$ cat config.mk
export PLATFORM = sky130hd
export DESIGN_NAME = loss
export DESIGN_NICKNAME = d
export VERILOG_FILES = /design/src/rtl/neuron_pkg.sv /design/src/rtl/stream_slot.sv /design/src/rtl/loss.sv
export SDC_FILE = /design/constraint.sdc
export NUM_CORES = 1
export LEC_CHECK = 0
export CAP_MARGIN = 20
export CORE_MARGIN = 2
export CORE_UTILIZATION = 50
export DETAILED_ROUTE_END_ITERATION = 8
export PLACE_DENSITY_LB_ADDON = 0.12
export SLEW_MARGIN = 20
export SYNTH_ARGS = -nofsm -noshare
export SYNTH_HDL_FRONTEND = slang
export SYNTH_SLANG_ARGS = --single-unit
$ cat constraint.sdc
create_clock -name clock -period 7.28 [get_ports clock]
set_input_delay 1.092 -clock clock [delete_from_list [all_inputs] [get_ports clock]]
set_output_delay 1.092 -clock clock [all_outputs]
set_load 0.05 [all_outputs]
$ cat src/rtl/neuron_pkg.sv
// Shared types for the neuron datapath: activation/error formats, mode encoding
// and the operand difference used by the loss stage.
package neuron_pkg;

  typedef logic [7:0]         act_t;
  typedef logic signed [15:0] err_t;

  typedef enum logic {INFER = 1'b0, TRAIN = 1'b1} mode_e;

  localparam act_t ACT_ONE = 8'hff;

  // Both operands are unsigned Q0.8, so the difference always fits in Q8.8.
  function automatic err_t act_diff(input act_t a, input act_t b);
    return $signed({8'b0, a}) - $signed({8'b0, b});
  endfunction

endpackage

$ cat src/rtl/stream_slot.sv
// One-entry valid/ready holding register: load fills it, drain empties it.
// The owner guarantees load is only asserted while the slot is empty.
module stream_slot #(
  parameter int W = 8
) (
  input  logic         clock,
  input  logic         reset,
  input  logic         load,
  input  logic [W-1:0] load_data,
  input  logic         drain,
  output logic         full,
  output logic [W-1:0] data
);

  always_ff @(posedge clock or posedge reset) begin
    if (reset) begin
      full <= 1'b0;
      data <= '0;
    end else if (load) begin
      full <= 1'b1;
      data <= load_data;
    end else if (drain) begin
      full <= 1'b0;
    end
  end

endmodule

$ cat src/rtl/loss.sv
// Output end of a neuron: forwards sigmoid results in inference, and in training
// joins result with target into a scaled signed error plus a running |err| sum.
module loss
  import neuron_pkg::*;
#(
  parameter int RATE_SHIFT = 0,
  parameter int SUM_WIDTH  = 24
) (
  input  logic                 clock,
  input  logic                 reset,
  input  logic                 train,
  input  logic                 res_valid,
  output logic                 res_ready,
  input  logic [7:0]           res_data,
  input  logic                 tgt_valid,
  output logic                 tgt_ready,
  input  logic [7:0]           tgt_data,
  output logic                 err_valid,
  input  logic                 err_ready,
  output logic [15:0]          err_data,
  output logic                 out_valid,
  input  logic                 out_ready,
  output logic [7:0]           out_data,
  output logic [SUM_WIDTH-1:0] abs_sum
);

  function automatic err_t scale_err(input act_t r, input act_t t);
    return act_diff(r, t) >>> RATE_SHIFT;
  endfunction

  function automatic logic [SUM_WIDTH-1:0] sat_add(input logic [SUM_WIDTH-1:0] sum,
                                                   input err_t e);
    logic [15:0]        mag;
    logic [SUM_WIDTH:0] total;
    mag   = e[15] ? 16'(-e) : 16'(e);
    total = {1'b0, sum} + (SUM_WIDTH+1)'(mag);
    return total[SUM_WIDTH] ? '1 : total[SUM_WIDTH-1:0];
  endfunction

  mode_e mode;
  mode_e eff_mode;
  logic  idle;
  logic  res_full, tgt_full;
  act_t  res_q, tgt_q;
  logic  res_hs, err_hs, out_hs;
  logic  res_load, tgt_load, out_load;
  logic  join_go;
  err_t  err_next;

  assign idle = !res_full && !tgt_full && !err_valid && !out_valid;

  // When idle, the requested mode already steers this cycle's captures so that
  // an operand is never parked in a slot the next mode cannot drain.
  assign eff_mode = idle ? (train ? TRAIN : INFER) : mode;

  always_comb begin
    res_ready = 1'b0;
    tgt_ready = 1'b0;
    if (!reset) begin
      if (eff_mode == TRAIN) begin
        res_ready = !res_full;
        tgt_ready = !tgt_full;
      end else begin
        res_ready = !out_valid;
      end
    end
  end

  assign res_hs   = res_valid && res_ready;
  assign err_hs   = err_valid && err_ready;
  assign out_hs   = out_valid && out_ready;
  assign res_load = res_hs && (eff_mode == TRAIN);
  assign out_load = res_hs && (eff_mode == INFER);
  assign tgt_load = tgt_valid && tgt_ready;
  assign join_go  = res_full && tgt_full && !err_valid;
  assign err_next = scale_err(res_q, tgt_q);

  // Operand capture stage
  stream_slot #(.W(8)) u_res_slot (
    .clock     (clock),
    .reset     (reset),
    .load      (res_load),
    .load_data (res_data),
    .drain     (join_go),
    .full      (res_full),
    .data      (res_q)
  );

  stream_slot #(.W(8)) u_tgt_slot (
    .clock     (clock),
    .reset     (reset),
    .load      (tgt_load),
    .load_data (tgt_data),
    .drain     (join_go),
    .full      (tgt_full),
    .data      (tgt_q)
  );

  // Output register stage
  stream_slot #(.W(16)) u_err_slot (
    .clock     (clock),
    .reset     (reset),
    .load      (join_go),
    .load_data (err_next),
    .drain     (err_hs),
    .full      (err_valid),
    .data      (err_data)
  );

  stream_slot #(.W(8)) u_out_slot (
    .clock     (clock),
    .reset     (reset),
    .load      (out_load),
    .load_data (res_data),
    .drain     (out_hs),
    .full      (out_valid),
    .data      (out_data)
  );

  always_ff @(posedge clock or posedge reset) begin
    if (reset) begin
      mode    <= INFER;
      abs_sum <= '0;
    end else begin
      if (idle) mode <= eff_mode;
      if (idle && mode == INFER && train)
        abs_sum <= '0;
      else if (err_hs)
        abs_sum <= sat_add(abs_sum, $signed(err_data));
    end
  end

endmodule

* Yosys cells after proc, flatten, opt, wreduce, memory -nomap -nowiden
Cells that the tools add are included.
** Operators by class
- Add/sub/neg operators :: 3
- Multiplexer cells :: 17
- Reductions and logical operators :: 22
- Bitwise logic cells :: 2
** Operators by type and width (number)
- $mux 24 :: 3
- $add 24x16->25 :: 1
- $mux 16 :: 1
- $neg 16->16 :: 1
- $logic_and 1x1->1 :: 13
- $mux 1 :: 13
- $reduce_bool 2->1 :: 5
- $sub 8x8->9 :: 1
- $logic_not 1->1 :: 4
- $not 1->1 :: 2
** Word-level totals
- Bits in registers :: 69
- Bits of input ports :: 23
- Output and inout port bits :: 52
- Word-level logic and storage cells :: 54

* Longest topological paths before layout
Gate-level depths: netlist (run 1).
- Word-level depth :: 10
- Gate-level depth with buffers :: 15
- Gate-level depth less buffers :: 14

* Hierarchy
Synthesis (run 1) repeated with hierarchy kept, for this count alone.
** Second synthesis, totals
- Cells, all modules :: 432
- Area total of the unflattened synthesis :: 4454.3 µm²
** Modules (own cells, without submodules)
- loss :: cells an instance 331, times used 1, seq. area each 625.6 µm², area an instance 2648.8 µm²
- stream_slot (u_out_slot ...) :: cells an instance 21, times used 3, seq. area each 225.2 µm², area an instance 372.9 µm²
- stream_slot (u_err_slot) :: cells an instance 38, times used 1, seq. area each 425.4 µm², area an instance 686.9 µm²

* Worst setup path after synthesis (run 1)
No wires, ideal clock.
- Kind :: input -> output
- Start point :: in reset
- End point :: out res_ready
- Data arrival time :: 3018 ps
- Data required time :: 6188 ps
- Setup slack :: 3170 ps
- Path buffers :: 0
- Cell stages on the path :: 2
- Path through :: inv_1 -> o211a_1
** On the way
- Longest elaborated chain between the ends :: 1
** Ends and longest elaborated chain
- start: declaration :: RTL line loss.sv:10 : input logic reset,
- $mux 1 :: RTL line loss.sv:59 : if (!reset) begin
- end: declaration :: RTL line loss.sv:13 : output logic res_ready,
No other way between the ends.

* Worst setup path in the final report (run 1)
Ends and elaborated chain as after synthesis.

==> results_dict.tcl, run 1 <==
set metrics [dict create \
    insertion_delay_ns 0.33 \
    firstDrtPassIters 4 \
    crit_chain "clkdlybuf4s50_1 > inv_2 > buf_4 > o211a_1 > clkdlybuf4s50_1" \
    diodes 0 \
    n_fill_cell 640 \
    die_w_um 91.8 \
    path_buf_inv 4 \
    cts.path.max_buffers 2 \
    end_kind "primary output" \
    grt-ovfl-total 0 \
    drc 0 \
    rsz0062_at_grt "false" \
    cts_hold_buffers 0 \
    fmax_mhz 226 \
    ys_types 59 \
    hp-class "flop to flop" \
    hold_start "u_out_slot.data[0]" \
    fin_skew_ns 0.00622 \
    start_kind "primary input" \
    hpwl_mm 6.21 \
    mostFrequentLayoutCells "clkdlybuf4s50_1 (74), dfrtp_1 (62), a21oi_1 (35), nand2_1 (35), o21ai_0 (27)" \
    crit-reg2reg-launch "u_err_slot.data[0]" \
    crit_fanout 63 \
    grt_pass1_vias 3043 \
    routedWlPerCell_um 14.7 \
    cts_setup_buffers 0 \
    pin_count 75 \
    antenna_left 0 \
    hold_depth 1 \
    num_vias 3074 \
    row_count 32 \
    path_class "primary input to primary output" \
    grt_pass1_wl_mm 14.2 \
    p_per_area_nw_per_um2 205 \
    status "finished clean" \
    syn-instance-count 395 \
    cp_common_cell "clkdlybuf4s50_1" \
    setup_tns_ns 0 \
    dpl-instance-area_um2 4640 \
    gp_congestion 0.840 \
    path_clk_slew_ns 0.07 \
    track_usage 0.212 \
    clock_sinks 62 \
    cp.arrival_ns 3.33 \
    final-hold-violation-count 0 \
    crit_family "buffers and inverters" \
    drv_cap 0 \
    total_leakage_power_uw 0.00220 \
    reg2reg_to "abs_sum[13]" \
    final_common_cell "clkdlybuf4s50_1" \
    ys_ff_latch 62 \
    critPathMaxStageDelay_ns 0.81 \
    die_area_um2 8420 \
    ys.warnings.count 0 \
    cts_buffers 9 \
    drt_wl_total_mm 8.43 \
    htreeDepth 3 \
    coreArea_um2 7610 \
    syn_area_per_cell_um2 9.75 \
    max_slew_margin 0.433 \
    initial_core_util 0.506 \
    required_ns 6.19 \
    cts_tree "yes" \
    min_period_ns 4.43 \
    grt_max_degree 64 \
    die-height_um 91.8 \
    min_period_over_period 0.608 \
    multi_input_area_um2 2130 \
    antenna_found_initial 0 \
    viasPerCell 5.36 \
    regArea_um2 1550 \
    peakVddDrop_mv 0.145 \
    ff2ff_setup_slack_ns 4.05 \
    drv_slew 0 \
    setup_violations 0 \
    holdPathEnd "u_out_slot.data[0]" \
    nNetsFinal 518 \
    syn_to_final_growth_pct 26.1 \
    drive_gt1_frac 0.119 \
    cpMaxStageDelayCell "clkdlybuf4s50_1" \
    root_buffer "clkbuf_8" \
    cts_resized 0 \
    yosysSeqAreaShare 0.403 \
    drt_iter0_drc 83 \
    stdcell_area_um2 4860 \
    r2r_cells 11 \
    io_buffers 74 \
    worst_pin_slew_ns 0.848 \
    syn_area_um2 3850 \
]
## cells in the mapped netlist, drive strengths merged
cell	instances	area (um^2)
o21bai	6	48.8
ha	26	325
nand3	11	65.1
xnor2	19	166
o311a	2	20.0
o2111ai	1	8.76
nor4b	2	23.8
and3b	1	8.76
dfrtp	62	1550
nor2b	4	25.0
nor3	5	30.0
and2	2	13.8
or2	1	6.26
nand4b	1	8.76
nand2	37	144
mux2	22	248
o31a	1	8.76
nand3b	1	7.51
and3	6	37.5
a21oi	37	193
xor2	3	26.3
o21ai	30	154
clkbuf	9	33.8
o211a	1	10.0
nand4	4	25.0
a21o	10	76.3
o31ai	4	30.0
nor4	2	27.5
or3	2	12.5
fa	2	40.0
o221a	1	11.3
a211oi	5	42.5
or2b	1	7.51
conb	1	3.75
o21a	1	7.51
a31oi	9	56.3
nand2b	7	43.8
mux2i	3	30.0
buf	11	81.3
nor2	14	52.6
a21boi	1	7.51
inv	22	82.6
a32o	1	10.0
o211ai	4	40.0
## sequential cells by signal, indices dropped and copies added, names as in the netlist
signal,flops
abs_sum,24
u_err_slot.data,9
u_out_slot.data,8
u_res_slot.data,8
u_tgt_slot.data,8
mode,1
u_err_slot.full,1
u_out_slot.full,1
u_res_slot.full,1
u_tgt_slot.full,1
## final cells by class
cell class / count / area share
clock buffers: 11 / 0.0291
clock inverters: 5 / 0.0170
inverters: 22 / 0.0170
multi-input cells: 297 / 0.437
flip-flops and latches: 62 / 0.319
well taps: 102 / 0.0263
repair buffers: 75 / 0.154
## metrics by stage
stage | setup slack (ns) | hold WS [ns] | power (uW) | utilization | cells
6_report | 2.85 | 0.505 | 998 | 0.639 | 574
5_1_grt | 2.68 | 0.523 | 1050 | 0.639 | 574
3_5_place_dp | 2.79 | 0.494 | 659 | 0.609 | 558
4_1_cts | 2.80 | 0.511 | 1000 | 0.639 | 574
3_3_place_gp | 2.80 | 0.489 | 655 | 0.609 | 558
2_1_floorplan | 3.17 | 0.479 | 577 | - | 401
## per-layer routing
layer | wire length (um) | vias up | part of all wire | track usage
met2 | 4260 | 57 | 0.51 | 0.371
met1 | 3720 | 1461 | 0.44 | 0.257
li1 | - | 1543 | - | -
met5 | 0 | - | 0 | 0
met3 | 313 | 13 | 0.037 | 0.0435
met4 | 127 | 0 | 0.015 | 0.0796
## cell families after synthesis
logic type	count (synthesis)	share of synthesized area
fa+ha+maj	28	0.0948
xor+xnor	22	0.0500
simple gates	101	0.140
compound gates	114	0.188
flops	62	0.403
other cells	1	0.000973
buf+inv	42	0.0513
mux	25	0.0721
## power by group
group,internal (uW),switching (uW),leakage (uW)
combinational,103,164,0.00128
sequential,368,18.9,0.000802
clock,203,141,0.000113
total,674,324,0.00220
## worst max path at each step
stage	cells after the start	start	end
global route	5	reset	res_ready
detailed placement	5	reset	res_ready
CTS	5	reset	res_ready
floorplan	2	reset	res_ready
global placement	5	reset	res_ready
finish	5	reset	res_ready
(Power assumes the default switching activity.)
==> run 2, diff against run 1 <==
- clock period: 7.28 -> 4.5 ns (I/O delays scaled with it)
==> run 2 against run 1 <==
Sequential share of layout area is 0.13 points higher. Die area unchanged. Combinational power is 63% higher. Clock power rose by 46%. Critical path depth rose by 6. Cell area down 0.41%. Total power is 57% higher. Largest power group unchanged.
==> results_dict.tcl, run 2 (synthesis results as in run 1) <==
set metrics [dict create \
    regArea_um2 1550 \
    drv_cap 0 \
    total_power_uw 1560 \
    crit-reg2reg-launch "u_err_slot.data[1]" \
    min_period_ns 3.09 \
    fmax_mhz 324 \
    cts_setup_buffers 0 \
    crit_chain "or3_1 > o31ai_1 > xnor2_1 > ha_1 > nand2_1 > o21ai_1 > nand3_2 > o211ai_2 > a32o_1 > a31oi_1 > a211oi_1" \
    path_class "flop to flop" \
    root_buffer "clkbuf_8" \
    min_period_over_period 0.686 \
    max_slew_margin 0.448 \
    final_common_cell "clkdlybuf4s50_1" \
    startpoint "u_err_slot.data[1]" \
    cts.path.max_buffers 2 \
    die-height_um 91.8 \
    path_clk_slew_ns 0.07 \
    clock_sinks 62 \
    initial_core_util 0.506 \
    pin_count 75 \
    ff2ff_setup_slack_ns 1.41 \
    n_fill_cell 652 \
    dpl-instance-area_um2 4640 \
    path_buf_inv 0 \
    crit_fanout 4 \
    mostFrequentLayoutCells "clkdlybuf4s50_1 (74), dfrtp_1 (62), a21oi_1 (35), nand2_1 (35), o21ai_0 (27)" \
    insertion_delay_ns 0.34 \
    largest_reg_flops 24 \
    fin_skew_ns 0.0105 \
    drv_slew 0 \
    nNetsFinal 519 \
    peakVddDrop_mv 0.188 \
    drt_iter0_drc 114 \
    crit_family "compound AO/OA/AOI/OAI gates" \
    cts_tree "yes" \
    p_per_area_nw_per_um2 323 \
    whs_ns 0.510 \
    r2r_cells 11 \
    antenna_found_initial 0 \
    hp-class "flop to flop" \
    routedWlPerCell_um 14.9 \
    reg2reg_to "abs_sum[23]" \
    setup_violations 0 \
    grt_pass1_vias 3070 \
    cts_resized 0 \
    start_kind "flop" \
    drc 0 \
    die_area_um2 8420 \
    reg_top3 "abs_sum (24), u_err_slot.data (9)" \
    multi_input_area_um2 2130 \
    grt_pass1_wl_mm 14.1 \
    cts_buffers 9 \
    row_count 32 \
    stdcell_area_um2 4840 \
    rsz0062_at_grt "false" \
    diodes 0 \
    io_buffers 74 \
    gp_congestion 0.891 \
    worst_pin_slew_ns 0.828 \
    track_usage 0.209 \
    cp.arrival_ns 3.32 \
    end_kind "flop" \
    hpwl_mm 6.34 \
    finalCoreUtilization 0.636 \
    setup_tns_ns 0 \
    firstDrtPassIters 4 \
    cts_hold_buffers 0 \
    status "finished clean" \
    htreeDepth 3 \
    final-hold-violation-count 0 \
    critPathMaxStageDelay_ns 0.42 \
    num_vias 3134 \
    grt-ovfl-total 0 \
    antenna_left 0 \
    required_ns 4.74 \
    total_leakage_power_uw 0.00218 \
    coreArea_um2 7610 \
    largest-register "abs_sum" \
    critical_path_cell_count 11 \
    syn_to_final_growth_pct 25.6 \
    cpMaxStageDelayCell "or3_1" \
    drt_wl_total_mm 8.52 \
    grt_max_degree 63 \
    worstSetupEndpoint "abs_sum[23]" \
    viasPerCell 5.47 \
    drive_gt1_frac 0.119 \
    die_w_um 91.8 \
]
-- run 2: cell types whose count changed in the layout (fill, tap and decap cells not counted), sizes merged --
cell	change
buf	+1
bufinv	-1
clkinv	-3
clkinvlp	+2
-- run 2: power breakdown --
group / leakage, uW / internal, uW / total (uW) / switching, uW
sequential: 0.000802 / 595 / 627 / 31.9
combinational: 0.00129 / 167 / 436 / 269
clock: 0.0000935 / 280 / 501 / 221
-- run 2: layer usage --
metal,wire length (um),part of all wire,GRT usage,vias to the layer above
met5,0,0,0,-
met4,184,0.022,0.0933,0
met3,296,0.035,0.0403,16
met1,3750,0.44,0.252,1514
met2,4290,0.50,0.362,57
li1,-,-,-,1547
-- run 2: through the flow --
stage	setup slack, ns	std cells
after detailed placement	1.42	559
after global routing	1.17	573
after CTS	1.40	573
final	1.41	573
after global placement	1.50	559
after floorplan	1.05	401
-- run 2: cell type report --
type                    instances  area share
clock buffers                  11      0.0313
clock inverters                 3     0.00931
inverters                      22      0.0171
multi-input cells             297       0.439
flip-flops and latches         62       0.321
well taps                     102      0.0264
repair buffers                 76       0.156
-- run 2: worst min-delay path by stage --
stage	startpoint	end	slack, ns	cells past startpoint
after floorplan	u_tgt_slot.data[2]	u_tgt_slot.data[2]	0.48	1
after global placement	u_tgt_slot.data[3]	u_tgt_slot.data[3]	0.49	1
after detailed placement	u_tgt_slot.data[4]	u_tgt_slot.data[4]	0.49	1
after CTS	u_tgt_slot.data[4]	u_tgt_slot.data[4]	0.51	1
after global routing	u_tgt_slot.data[2]	u_tgt_slot.data[2]	0.52	1
final	u_tgt_slot.data[4]	u_tgt_slot.data[4]	0.51	1
-- run 2: worst reg2reg max path, cell delays in order (launching register included) --
cell	delay (ns)
dfrtp_1	0.40
or3_1	0.42
o31ai_1	0.26
xnor2_1	0.12
ha_1	0.37
nand2_1	0.07
o21ai_1	0.28
nand3_2	0.16
o211ai_2	0.30
a32o_1	0.26
a31oi_1	0.11
a211oi_1	0.25
